## src/rtl/match_sequencer_if.sv

```systemverilog
// Match sequencer bus: switch and goal inputs plus the
// time, score and winner outputs toward the display path.
interface match_sequencer_if;
  logic       game_on_switch;
  logic       goal_team1;
  logic       goal_team2;
  logic       play_enable;
  logic       ball_reset;
  logic [7:0] time_left;
  logic [3:0] team1_score;
  logic [3:0] team2_score;
  logic [3:0] phase_left;
  logic       game_over;
  logic [1:0] winner;

  modport master (
    input  game_on_switch,
    input  goal_team1,
    input  goal_team2,
    output play_enable,
    output ball_reset,
    output time_left,
    output team1_score,
    output team2_score,
    output phase_left,
    output game_over,
    output winner
  );

  modport slave (
    output game_on_switch,
    output goal_team1,
    output goal_team2,
    input  play_enable,
    input  ball_reset,
    input  time_left,
    input  team1_score,
    input  team2_score,
    input  phase_left,
    input  game_over,
    input  winner
  );
endinterface

```

## src/rtl/match_sequencer.sv

```systemverilog
// Quidditch match-flow controller: kickoff, play, goal pause
// and game over, owning the match clock and both scores.
module match_sequencer #(
  parameter int TICKS_PER_SEC      = 50000000,
  parameter int MATCH_SECONDS      = 180,
  parameter int KICKOFF_SECONDS    = 3,
  parameter int GOAL_PAUSE_SECONDS = 2,
  parameter int MAX_SCORE          = 9
) (
  input  logic               clk,
  input  logic               rst,
  match_sequencer_if.master  bus
);

  localparam int CW =
    (TICKS_PER_SEC > 1) ? $clog2(TICKS_PER_SEC) : 1;
  localparam logic [CW-1:0] TMAX = CW'(TICKS_PER_SEC - 1);
  localparam logic [3:0] SMAX = 4'(MAX_SCORE);

  typedef enum logic [2:0] {
    IDLE,
    KICKOFF,
    PLAY,
    GOAL_PAUSE,
    OVER
  } state_t;

  state_t        state_q, state_d;
  logic [CW-1:0] sec_q, sec_d;
  logic [7:0]    time_q, time_d;
  logic [3:0]    t1_q, t1_d;
  logic [3:0]    t2_q, t2_d;
  logic [3:0]    phase_q, phase_d;
  logic          play_en_q, play_en_d;
  logic          ball_rst_q, ball_rst_d;
  logic          over_q, over_d;
  logic [1:0]    winner_q, winner_d;

  logic sw, cnt_en, tick, g1, g2;

  always_comb begin
    state_d    = state_q;
    sec_d      = sec_q;
    time_d     = time_q;
    t1_d       = t1_q;
    t2_d       = t2_q;
    phase_d    = phase_q;
    play_en_d  = 1'b0;
    ball_rst_d = 1'b0;
    over_d     = over_q;
    winner_d   = winner_q;

    sw = bus.game_on_switch;
    cnt_en = sw && (state_q == KICKOFF
                 || state_q == PLAY
                 || state_q == GOAL_PAUSE);
    tick = cnt_en && (sec_q == TMAX);
    g1 = sw && bus.goal_team1;
    g2 = sw && bus.goal_team2;

    if (cnt_en) begin
      sec_d = tick ? '0 : sec_q + 1'b1;
    end

    unique case (state_q)
      IDLE: begin
        if (sw) begin
          state_d    = KICKOFF;
          phase_d    = 4'(KICKOFF_SECONDS);
          ball_rst_d = 1'b1;
        end
      end
      KICKOFF: begin
        if (tick) begin
          if (phase_q <= 4'd1) begin
            state_d   = PLAY;
            phase_d   = '0;
            play_en_d = 1'b1;
          end else begin
            phase_d = phase_q - 4'd1;
          end
        end
      end
      PLAY: begin
        if (tick && time_q != '0) begin
          time_d = time_q - 8'd1;
        end
        if (g1 && t1_q < SMAX) t1_d = t1_q + 4'd1;
        if (g2 && t2_q < SMAX) t2_d = t2_q + 4'd1;
        // Game end outranks the goal pause, so no ball_reset then.
        if (t1_d == SMAX || t2_d == SMAX
            || (tick && time_d == '0)) begin
          state_d = OVER;
          over_d  = 1'b1;
          unique case (1'b1)
            t1_d > t2_d: winner_d = 2'b01;
            t2_d > t1_d: winner_d = 2'b10;
            default:     winner_d = 2'b11;
          endcase
        end else if (g1 || g2) begin
          state_d    = GOAL_PAUSE;
          phase_d    = 4'(GOAL_PAUSE_SECONDS);
          ball_rst_d = 1'b1;
        end else begin
          play_en_d = sw;
        end
      end
      GOAL_PAUSE: begin
        if (tick) begin
          if (phase_q <= 4'd1) begin
            state_d   = PLAY;
            phase_d   = '0;
            play_en_d = 1'b1;
          end else begin
            phase_d = phase_q - 4'd1;
          end
        end
      end
      OVER: begin
        over_d = 1'b1;
      end
      default: begin
        state_d = IDLE;
      end
    endcase

    if (state_d != state_q) begin
      sec_d = '0;
    end
  end

  always_ff @(posedge clk) begin
    if (rst) begin
      state_q    <= IDLE;
      sec_q      <= '0;
      time_q     <= 8'(MATCH_SECONDS);
      t1_q       <= '0;
      t2_q       <= '0;
      phase_q    <= '0;
      play_en_q  <= 1'b0;
      ball_rst_q <= 1'b0;
      over_q     <= 1'b0;
      winner_q   <= 2'b00;
    end else begin
      state_q    <= state_d;
      sec_q      <= sec_d;
      time_q     <= time_d;
      t1_q       <= t1_d;
      t2_q       <= t2_d;
      phase_q    <= phase_d;
      play_en_q  <= play_en_d;
      ball_rst_q <= ball_rst_d;
      over_q     <= over_d;
      winner_q   <= winner_d;
    end
  end

  assign bus.play_enable = play_en_q;
  assign bus.ball_reset  = ball_rst_q;
  assign bus.time_left   = time_q;
  assign bus.team1_score = t1_q;
  assign bus.team2_score = t2_q;
  assign bus.phase_left  = phase_q;
  assign bus.game_over   = over_q;
  assign bus.winner      = winner_q;

endmodule

```

## src/flat_wrapper.sv

```systemverilog
// flat-port wrapper written by rule: the top's interface ports become plain ports
module match_sequencer_flat 
#(
  parameter int TICKS_PER_SEC      = 50000000,
  parameter int MATCH_SECONDS      = 180,
  parameter int KICKOFF_SECONDS    = 3,
  parameter int GOAL_PAUSE_SECONDS = 2,
  parameter int MAX_SCORE          = 9
)
  (clk, rst, bus_game_on_switch, bus_goal_team1, bus_goal_team2, bus_play_enable, bus_ball_reset, bus_time_left, bus_team1_score, bus_team2_score, bus_phase_left, bus_game_over, bus_winner);
  match_sequencer_if bus_i ();
  input  logic clk;
  input  logic rst;
  input wire logic [$bits(bus_i.game_on_switch)-1:0] bus_game_on_switch;
  input wire logic [$bits(bus_i.goal_team1)-1:0] bus_goal_team1;
  input wire logic [$bits(bus_i.goal_team2)-1:0] bus_goal_team2;
  output wire logic [$bits(bus_i.play_enable)-1:0] bus_play_enable;
  output wire logic [$bits(bus_i.ball_reset)-1:0] bus_ball_reset;
  output wire logic [$bits(bus_i.time_left)-1:0] bus_time_left;
  output wire logic [$bits(bus_i.team1_score)-1:0] bus_team1_score;
  output wire logic [$bits(bus_i.team2_score)-1:0] bus_team2_score;
  output wire logic [$bits(bus_i.phase_left)-1:0] bus_phase_left;
  output wire logic [$bits(bus_i.game_over)-1:0] bus_game_over;
  output wire logic [$bits(bus_i.winner)-1:0] bus_winner;
  assign bus_i.game_on_switch = bus_game_on_switch;
  assign bus_i.goal_team1 = bus_goal_team1;
  assign bus_i.goal_team2 = bus_goal_team2;
  assign bus_play_enable = bus_i.play_enable;
  assign bus_ball_reset = bus_i.ball_reset;
  assign bus_time_left = bus_i.time_left;
  assign bus_team1_score = bus_i.team1_score;
  assign bus_team2_score = bus_i.team2_score;
  assign bus_phase_left = bus_i.phase_left;
  assign bus_game_over = bus_i.game_over;
  assign bus_winner = bus_i.winner;
  match_sequencer #(.TICKS_PER_SEC(TICKS_PER_SEC), .MATCH_SECONDS(MATCH_SECONDS), .KICKOFF_SECONDS(KICKOFF_SECONDS), .GOAL_PAUSE_SECONDS(GOAL_PAUSE_SECONDS), .MAX_SCORE(MAX_SCORE)) u_core (.clk(clk), .rst(rst), .bus(bus_i));
endmodule
```

## config.mk

```make
export PLATFORM = sky130hd
export DESIGN_NAME = match_sequencer_flat
export DESIGN_NICKNAME = d
export VERILOG_FILES = /design/src/rtl/match_sequencer_if.sv /design/src/rtl/match_sequencer.sv /design/src/flat_wrapper.sv
export SDC_FILE = /design/constraint.sdc
export NUM_CORES = 1
export LEC_CHECK = 0
export ABC_AREA = 1
export CAP_MARGIN = 5
export CORE_MARGIN = 3
export CORE_UTILIZATION = 55
export CTS_BUF_LIST = sky130_fd_sc_hd__clkbuf_8
export DETAILED_ROUTE_END_ITERATION = 8
export GPL_ROUTABILITY_DRIVEN = 0
export HOLD_SLACK_MARGIN = 0.06
export PLACE_DENSITY = 0.9
export SETUP_SLACK_MARGIN = 0.02
export SLEW_MARGIN = 40
export SYNTH_ARGS = -nofsm -noshare
export SYNTH_HDL_FRONTEND = slang
export SYNTH_SLANG_ARGS = --single-unit
```

## constraint.sdc

```tcl
create_clock -name clk -period 2.1 [get_ports clk]
set_input_delay 0.42 -clock clk [delete_from_list [all_inputs] [get_ports clk]]
set_output_delay 0.42 -clock clk [all_outputs]
set_load 0.01 [all_outputs]
```

### After elaboration in Yosys (flattened, before gate mapping)

Index checks and enable logic that the tools add are counted.

* register bits: 54
* bits in latches: 0
* RAM bits: 0
* memory bits (read-only): 0
* input port bits: 5
* output and inout bits: 25
* logic and storage cells: 87
* memories: 0

* add/subtract/negate cells: 5
* multipliers: 0
* divide/modulo/power cells: 0
* $lt $le $gt $ge: 5
* equality and inequality tests: 13
* shifts and indexed selects: 0
* mux-type cells: 31
* bitwise operators: 0
* reduce and logical (&&, ||, !) cells: 23

Operator list (count)
* $mux W4: 9
* $add A26 B1 Y26 const B: 1
* $eq A26 B26 Y1 const B: 1
* $mux W26: 1
* $mux W8: 2
* $mux W3: 5
* $pmux W3 S4: 1
* $pmux W4 S3: 1
* $add A4 B1 Y4 const B: 2
* $eq A4 B4 Y1 const B: 2
* $gt A4 B4 Y1: 2
* $logic_and A1 B1 Y1: 8
* $logic_not A8 Y1: 1
* $lt A4 B4 Y1 const B: 2
* $mux W1: 8
* $ne A2 B2 Y1 const B: 4
* $reduce_bool A8 Y1: 1
* $sub A8 B1 Y8 const B: 1
* $eq A3 B2 Y1 const B: 2
* $pmux W1 S2: 3
* $logic_or A1 B1 Y1: 5
* $reduce_and A5 Y1: 1
* $le A4 B1 Y1 const B: 1
* $pmux W2 S2: 1
* other kinds (10): 12

### Depth between registers and ports, before layout

Gate-level depths: netlist of the first run.

* depth in word-level cells: 15
* mapped depth: 19
* depth with buffers taken out: 18

### Worst setup path before layout of the first run

OpenSTA, ideal clock, no wires.

* path type: register to register
* start point: register u_core.time_q[0] (netlist: u_core.bus.time_left[0])
* end point: register u_core.sec_q[13]
* library setup time: 0.126 ns
* arrival time: 2.069 ns
* data required time: 1.974 ns
* path slack: -0.095 ns
* cell stages (with the launch flop): 18
* buffers on the path: 1
* clock period less this slack: 2.195 ns
* cell sequence: dfxtp_1 > inv_1 > ha_1 > nand2_1 > nor2_1 > nor2_1 > nand3_1 > nand2_1 > nand2_1 > inv_2 > nand3_2 > nor2_2 > nand2_4 > nand3_4 > nand3_1 > nand3_4 > buf_12 > nor2_4

* longest elaborated chain between the ends: 11
* elaborated cells on any way between the ends: 12
* those cells by class: 1 x add/sub; 1 x eq/ne; 4 x mux; 6 x reduce/logical

RTL lines
* start, declared: line match_sequencer.sv:30 `logic [7:0] time_q, time_d;`
* start signal, assigned: line match_sequencer.sv:136 `time_q <= 8'(MATCH_SECONDS);`
* start signal, assigned: line match_sequencer.sv:147 `time_q <= time_d;`
* parallel branches: the longest is 2 deep, another holds $sub A8 B1 Y8
* $mux W8 (*): line match_sequencer.sv:85 `if (tick && time_q != '0) begin`
* $mux W8 (*): line match_sequencer.sv:65 `unique case (state_q)`
* $logic_not A8 Y1 (*): line match_sequencer.sv:92 `|| (tick && time_d == '0)) begin`
* $logic_and A1 B1 Y1 (*): line match_sequencer.sv:92
* $logic_or A1 B1 Y1 (*): line match_sequencer.sv:92
* $mux W3 (*): line match_sequencer.sv:91 `if (t1_d == SMAX || t2_d == SMAX`
* $pmux W3 S4 (*): line match_sequencer.sv:65
* $ne A3 B3 Y1 (*): line match_sequencer.sv:127 `if (state_d != state_q) begin`
* $reduce_or A2 Y1 (no line) (*)
* end signal, assigned: line match_sequencer.sv:135 `sec_q <= '0;`
* end signal, assigned: line match_sequencer.sv:146 `sec_q <= sec_d;`
* end, declared: line match_sequencer.sv:29 `logic [CW-1:0] sec_q, sec_d;`

Every way passes the cells marked *. The select of a mux whose other input is x is not followed.
A chain may end at the register's enable or synchronous reset.

### Worst setup path after layout of the first run

* start point: register u_core.sec_q[22]
* end point: register u_core.sec_q[5]

* longest elaborated chain between the ends: 12
* elaborated cells on any way between the ends: 14
* those cells by class: 2 x eq/ne; 6 x mux; 6 x reduce/logical

RTL lines
* $eq A26 B26 Y1 (*): line match_sequencer.sv:57 `tick = cnt_en && (sec_q == TMAX);`
* $logic_and A1 B1 Y1 (*): line match_sequencer.sv:57
* $logic_and A1 B1 Y1: line match_sequencer.sv:85
* $mux W8: line match_sequencer.sv:85
* $mux W8: line match_sequencer.sv:65
* $logic_not A8 Y1: line match_sequencer.sv:92
* $logic_and A1 B1 Y1: line match_sequencer.sv:92
* $logic_or A1 B1 Y1: line match_sequencer.sv:92
* $mux W3: line match_sequencer.sv:91
* $pmux W3 S4: line match_sequencer.sv:65
* $ne A3 B3 Y1: line match_sequencer.sv:127
* $reduce_or A2 Y1 (no line)

Every way passes the cells marked *; elsewhere a longest branch is shown, timed or not. The select of a mux whose other input is x is not followed.

==> results of run 1 <==
cells by family after synthesis:
group / Yosys count / share of synthesized area [%]
simple gates: 261 / 39.8
buf+inv: 95 / 10.8
compound gates: 72 / 11.3
flops: 54 / 29.6
xor+xnor: 18 / 4.32
fa+ha+maj: 12 / 4.11
power by group through the flow:
stage	sequential (mW)	combinational (mW)	clock [mW]
after floorplan	1.08	0.198	0
after global placement	1.07	0.305	0
after detailed placement	1.07	0.317	0
after CTS	1.05	0.390	0.749
after global routing	1.05	0.475	0.818
final	1.05	0.456	0.779
metal layers:
metal,share of wire (%),track usage [%]
met2,47,63.8
met5,0,0
met3,10,8.42
met4,10,26.1
met1,32,37.5
Yosys cell counts, drive strengths merged:
cell type and instances:
a21oi 29, nor2 94, o31ai 1, nor3 17
nand4 11, a211oi 2, a31oi 1, nand2 99
clkinv 2, buf 5, ha 12, dfxtp 54
xnor2 5, o211ai 8, xor2 13, inv 83
o21bai 1, nand3b 2, nor4 3, nand3 34
or2 1, o21ai 26, a31o 1, o21a 1
a22oi 2, clkbuf 5
worst min-delay path, cell delays in order (launching register included):
cell and delay, ns:
dfxtp_1 0.36, o21ai_1 0.07, inv_1 0.05
cell type report:
cell class | count | area, µm²
clock inverter | 3 | 47.5
fill | 284 | 759
timing repair buffer | 156 | 1350
tap | 77 | 96.3
clock buffer | 5 | 68.8
inverter | 85 | 329
sequential | 54 | 1100
multi-input combinational | 363 | 2630
placed cells by master, fill, tap and decap left out, drive strengths merged, types with 6 or more instances in the layout:
cell           instances
nand2                 99
ha                    12
nor2                  94
inv                   84
clkbuf                 6
nand4                 11
clkdlybuf4s50         27
o21ai                 26
nor3                  17
buf                  127
o211ai                 8
dfxtp                 54
nand3                 34
a21oi                 29
xor2                  13
worst paths after layout:
check	from	end	depth (start not counted)
max	u_core.sec_q[22]	u_core.sec_q[5]	17
min	u_core.bus.game_over	u_core.bus.game_over	2
max reg2reg	u_core.sec_q[22]	u_core.sec_q[5]	17
min reg2reg	u_core.bus.game_over	u_core.bus.game_over	2
state kept, by name (all words and copies together) (netlist names):
register / cells
u_core.sec_q: 26
u_core.bus.ball_reset: 1
u_core.bus.team1_score: 4
u_core.state_q: 3
u_core.bus.time_left: 8
u_core.bus.team2_score: 4
u_core.bus.play_enable: 1
u_core.bus.game_over: 1
u_core.bus.phase_left: 4
u_core.bus.winner: 2
stage by stage:
stage / TNS [ns] / utilization (%)
detailed placement: -25.52 / 74.5
floorplan: 0 / -
finish: -17.24 / 88.1
global route: -20.04 / 88.1
global placement: -20.90 / 74.5
CTS: -6.26 / 82.1
timing repair:
item                       CTS  global route
buffers inserted            16            15
gates cloned                 2             0
resized for setup           44            79
setup endpoints to repair   38            38
pin swaps                   21            39
==> summary.txt, run 1 <==
Outcome
  • Status: finished with violations
  • Failing checks: negative setup slack

Synth
  • Largest area contributor in the netlist: dfxtp_1
  • Register bit total from synthesis: 54
  • Post-Syn Instances: 512
  • Post-Syn Area: 3650 µm²
  • Mean Syn Cell Area: ~7 µm²
  • Top cells by area, synth: dfxtp_1, nand2_1, nor2_4
  • Post-synth net total: between 500 and 600
  • Yosys warns: 0
  • Synth top area share: 29.6%
  • Seq/Total Area, Yosys: just under 30%
  • Distinct cells, synth: between 40 and 50

Placement
  • Placed Instances: between 700 and 800
  • IO Port Bufs: 29
  • Post-placement cell area: 4760 µm²
  • Place WS: -0.755 ns
  • DP HPWL: 7840 µm

Clock tree
  • Clk buf depth: 2
  • CTS buffer count: 5
  • Worst skew pair latency: approximately 0.34 ns
  • Reg clk slew, reported paths: 0.12 ns
  • Clk sinks: 54
  • Hold Buf Count CTS: 0
  • H-Tree Depth: 2
  • CTS tree: yes
  • Root buf cell: clkbuf_8

STA
  • Final setup margin: -0.534 ns
  • Final Skew: ~0.02 ns
  • Endpoints failing setup: 38
  • Tcrit/Tclk final: 125%
  • Final hold violation count: 0
  • Fmax: between 0.3 and 0.4 GHz
  • Worst slew margin: 72.4%
  • Final slew viol count: 0
  • Slew @ Worst Pin: 0.409 ns
  • Fin crit period: around 2.6 ns
  • Hold Slack: 0.501 ns
  • RSZ-0062 raised after global routing: yes

Global route
  • GRT Total Usage: 36.4%
  • Antenna violations before repair: 0
  • Vias in the first global route: 4,596
  • Largest net degree at the start of global routing: 20
  • Aggregate global routing overflow: 0
  • First-pass GRT wire length: 21,600 µm

Power
  • Sequential power share: 46.0%
  • P_leak: 2.41 nW
  • Sw Ratio: 30.4%
  • Clock power frac: 34.1%
  • Final Total Pwr: 2.29 mW
  • Psw: 0.694 mW
  • Max rail drop VDD: 0.764 mV
  • Internal power: 1.59 mW
  • Combinational Power Share: 19.9%
  • Pwr dens: ~400 nW/µm²

Detailed routing
  • Number of vias per cell: 6.27
  • Iter 0 DRT Violations: 529
  • Antenna-violating nets left: 0
  • DRT Pass-1 Iters: 5
  • DRC errors left: 0
  • Via Count: 4,655
  • WL per Instance: 21.9 µm
  • Wirelength, routed: 16,300 µm

Critical path
  • Req. time, crit path: 2.36 ns
  • Crit path max-delay family: simple AND/OR/NAND/NOR gates
  • Critical Path Sink Type: flop
  • CP max stage cell: dfxtp_2
  • Critical path class: flop to flop
  • Slowest Stage Delay on Critical Path: 0.38 ns
  • Startpoint Class: flop
  • Worst Path Arrival: ~2.9 ns
  • Crit-path max FO: 7
  • R2R Setup Slk: -0.53 ns
  • Worst path cell trace: nand2_4, nor2_4, nand2_2, nor2_4, buf_4, nand4_1, nand2_1, nand2_2, nand2_4, nor2_4, nand2_4, nand2_4, a21oi_4, nand3_4, buf_12, buf_12, nor2_4
  • Buf/Inv on CP: 3

Cells and area
  • Area grow syn2layout: 54.1%
  • Share of cells above drive strength 1: between 40 and 50%
  • Nets: 682
  • Post-Layout Cell Count: 743
  • Antenna Diode Count: 0
  • Post-Layout Inst Area: 5630 µm²

Floorplanning
  • I/O pin total: 30
  • Placeable Area: 6390 µm²
  • Initial cell density of the core: 57.2%
  • Die ar.: 7650 µm²
  • Die W: 87.5 µm
  • Row cnt: 29
  • Die Y: roughly 87 µm

Hold path
  • Hold Crit Class: flop to flop

Job
  • Max Cap Violations: 0
No activity file was read; power rests on OpenSTA's default activity.
==> run 2: changes to the inputs <==
--- a/config.mk
+++ b/config.mk
@@ -6,13 +6,13 @@
 export NUM_CORES = 1
 export LEC_CHECK = 0
 export ABC_AREA = 1
-export CAP_MARGIN = 5
 export CORE_MARGIN = 3
 export CORE_UTILIZATION = 55
 export CTS_BUF_LIST = sky130_fd_sc_hd__clkbuf_8
 export DETAILED_ROUTE_END_ITERATION = 8
 export GPL_ROUTABILITY_DRIVEN = 0
 export HOLD_SLACK_MARGIN = 0.06
+export MAX_ROUTING_LAYER = met4
 export PLACE_DENSITY = 0.9
 export SETUP_SLACK_MARGIN = 0.02
 export SLEW_MARGIN = 40
==> run 2 against run 1 <==
Against the previous run: non-clock buffer count shrank 4; combinational power is 5.0% higher; the run still ends with negative setup slack left; die area stayed put; register-to-register slack got worse by 0.05 ns; power increased by 1.5%; worst setup slack got worse by 0.054 ns; clock power grew 2%; wire length increased by 5.5%; count of clock-buffer cells in the layout is the same; sequential share of layout area shrank 0.14 points; critical path depth is 1 higher; maximum frequency decreased by 2.0%.
==> summary.txt, run 2 (synthesized netlist as in run 1, its figures left out) <==
Clock tree
  • Clk sinks: 54
  • CTS buffer count: 5
  • Reg clk slew, reported paths: 0.13 ns
  • CTS tree: yes
  • Root buf cell: clkbuf_8
  • H-Tree Depth: 2
  • Worst skew pair latency: about 0.35 ns
  • Hold Buf Count CTS: 0
  • Clk buf depth: 2

STA
  • Final Skew: 0.0262 ns
  • Endpoints failing setup: 38
  • Slew @ Worst Pin: 0.446 ns
  • Worst slew margin: between 60% and 70%
  • RSZ-0062 raised after global routing: yes
  • Final slew viol count: 0
  • Hold Slack: ~0.52 ns
  • Fin crit period: 2.69 ns
  • Tcrit/Tclk final: 128%
  • Final setup margin: -0.588 ns
  • Fmax: 0.372 GHz
  • Final hold violation count: 0

Placement
  • Post-placement cell area: 4760 µm²
  • IO Port Bufs: 29
  • Place WS: -0.755 ns
  • DP HPWL: 7840 µm

Power
  • Pwr dens: between 400 and 500 nW/µm²
  • Max rail drop VDD: slightly above 0.7 mV
  • P_leak: 2.39 nW

Critical path
  • Crit-path max FO: 7
  • Critical path class: flop to flop
  • Req. time, crit path: 2.39 ns
  • R2R Setup Slk: -0.59 ns
  • Worst Path Arrival: about 3.0 ns
  • Critical Path Sink Type: flop
  • Startpoint Class: flop

Cells and area
  • Share of cells above drive strength 1: 45.5%
  • Commonest non-fill, non-tap cell in the layout: buf_4
  • Post-Layout Inst Area: 5650 µm²
  • Number of fill cells: 290
  • Biggest register: u_core.sec_q
  • Nets: 678
  • Antenna Diode Count: 0
  • Number of flip-flops under the largest register name: 26
  • Commonest non-fill, non-tap cells in the layout: buf_4, nand2_1, inv_1, dfxtp_1, nor2_4
  • Area grow syn2layout: 54.6%

Global route
  • Vias in the first global route: 4,568
  • First-pass GRT wire length: between 20,000 and 25,000 µm
  • GRT Total Usage: 37.8%
  • Largest net degree at the start of global routing: 20
  • Aggregate global routing overflow: 0
  • Antenna violations before repair: 0

Detailed routing
  • Number of vias per cell: 6.56
  • WL per Instance: 23.2 µm
  • DRT Pass-1 Iters: 8
  • Antenna-violating nets left: 0
  • Iter 0 DRT Violations: 760
  • Wirelength, routed: approximately 17,000 µm
  • Via Count: 4,850
  • DRC errors left: 0

Floorplanning
  • Die Y: 87.5 µm
  • Row cnt: 29
  • Placeable Area: about 6400 µm²
  • Die ar.: between 7000 and 8000 µm²
  • Die W: 87.5 µm
  • Initial cell density of the core: a little under three fifths
  • I/O pin total: 30

Job
  • Max Cap Violations: 0

Outcome
  • Status: finished with violations
  • Failing checks: negative setup slack

Hold path
  • Hold Crit Class: flop to flop
[run 2: through the flow]
step                power, mW  TNS (ns)  cells  util [%]
global placement         1.38    -20.90    705      74.5
finish                   2.32    -19.27    739      88.4
detailed placement       1.39    -25.52    705      74.5
CTS                      2.19     -6.26    731      82.1
global route             2.39    -23.05    739      88.4
floorplan                1.28         0    512         -
[run 2: timing repair]
action	CTS	global route
buffers inserted	16	11
hold endpoints to repair	0	0
cloned	2	0
pin swaps	21	39
gates resized for setup	44	92
setup endpoints to repair	38	38
[run 2: worst paths after layout]
kind | depth (start not counted) | start | end
worst min-delay path | 2 | u_core.bus.game_over | u_core.bus.game_over
worst max-delay path | 18 | u_core.sec_q[25] | u_core.sec_q[16]
worst min register to register | 2 | u_core.bus.game_over | u_core.bus.game_over
worst max register to register | 18 | u_core.sec_q[25] | u_core.sec_q[16]
[run 2: report_power, final]
group / internal (mW) / total (mW) / switching, mW
registers: 1.04 / 1.05 / 0.0145
clock network: 0.363 / 0.791 / 0.428
logic: 0.196 / 0.479 / 0.283
total: 1.60 / 2.32 / 0.726
[run 2: per-layer routing]
| metal | global-route usage, % | share of wire, % | up-vias |
|---|---|---|---|
| li1 | - | - | 1938 |
| met1 | 38.0 | 32 | 2174 |
| met2 | 65.3 | 45 | 507 |
| met3 | 8.99 | 11 | 231 |
| met4 | 23.4 | 12 | 0 |
| met5 | - | 0 | - |
[run 2: layout make-up]
type	count	area, µm²	share of cell area [%]
clock inverters	3	47.5	0.842
clock buffers	5	68.8	1.22
repair buffers	152	1320	23.4
inverters	85	332	5.87
flip-flops and latches	54	1100	19.4
well taps	77	96.3	1.71
multi-input cells	363	2690	47.6
[run 2: critical path, cell delays in order (launching register included)]
cell and delay (ns):
dfxtp_1 0.46, nand2_1 0.16, nor2_2 0.18, nand2_1 0.15
nor2_4 0.24, nand3_2 0.14, nand2_2 0.10, nand2_2 0.08
nor2_4 0.14, nand2_4 0.07, nor2_4 0.12, nand2_4 0.08
nand3_4 0.10, nand2_4 0.08, clkinv_4 0.06, nand3_4 0.09
buf_12 0.15, buf_12 0.14, nor2_2 0.11
==> run 3: changes to the inputs <==
--- a/config.mk
+++ b/config.mk
@@ -15,7 +15,7 @@
 export MAX_ROUTING_LAYER = met4
 export PLACE_DENSITY = 0.9
 export SETUP_SLACK_MARGIN = 0.02
-export SLEW_MARGIN = 40
+export SLEW_MARGIN = 20
 export SYNTH_ARGS = -nofsm -noshare
 export SYNTH_HDL_FRONTEND = slang
 export SYNTH_SLANG_ARGS = --single-unit
==> results of run 3 <==
No change in the layout: final DEF, timing and power equal those of run 2.
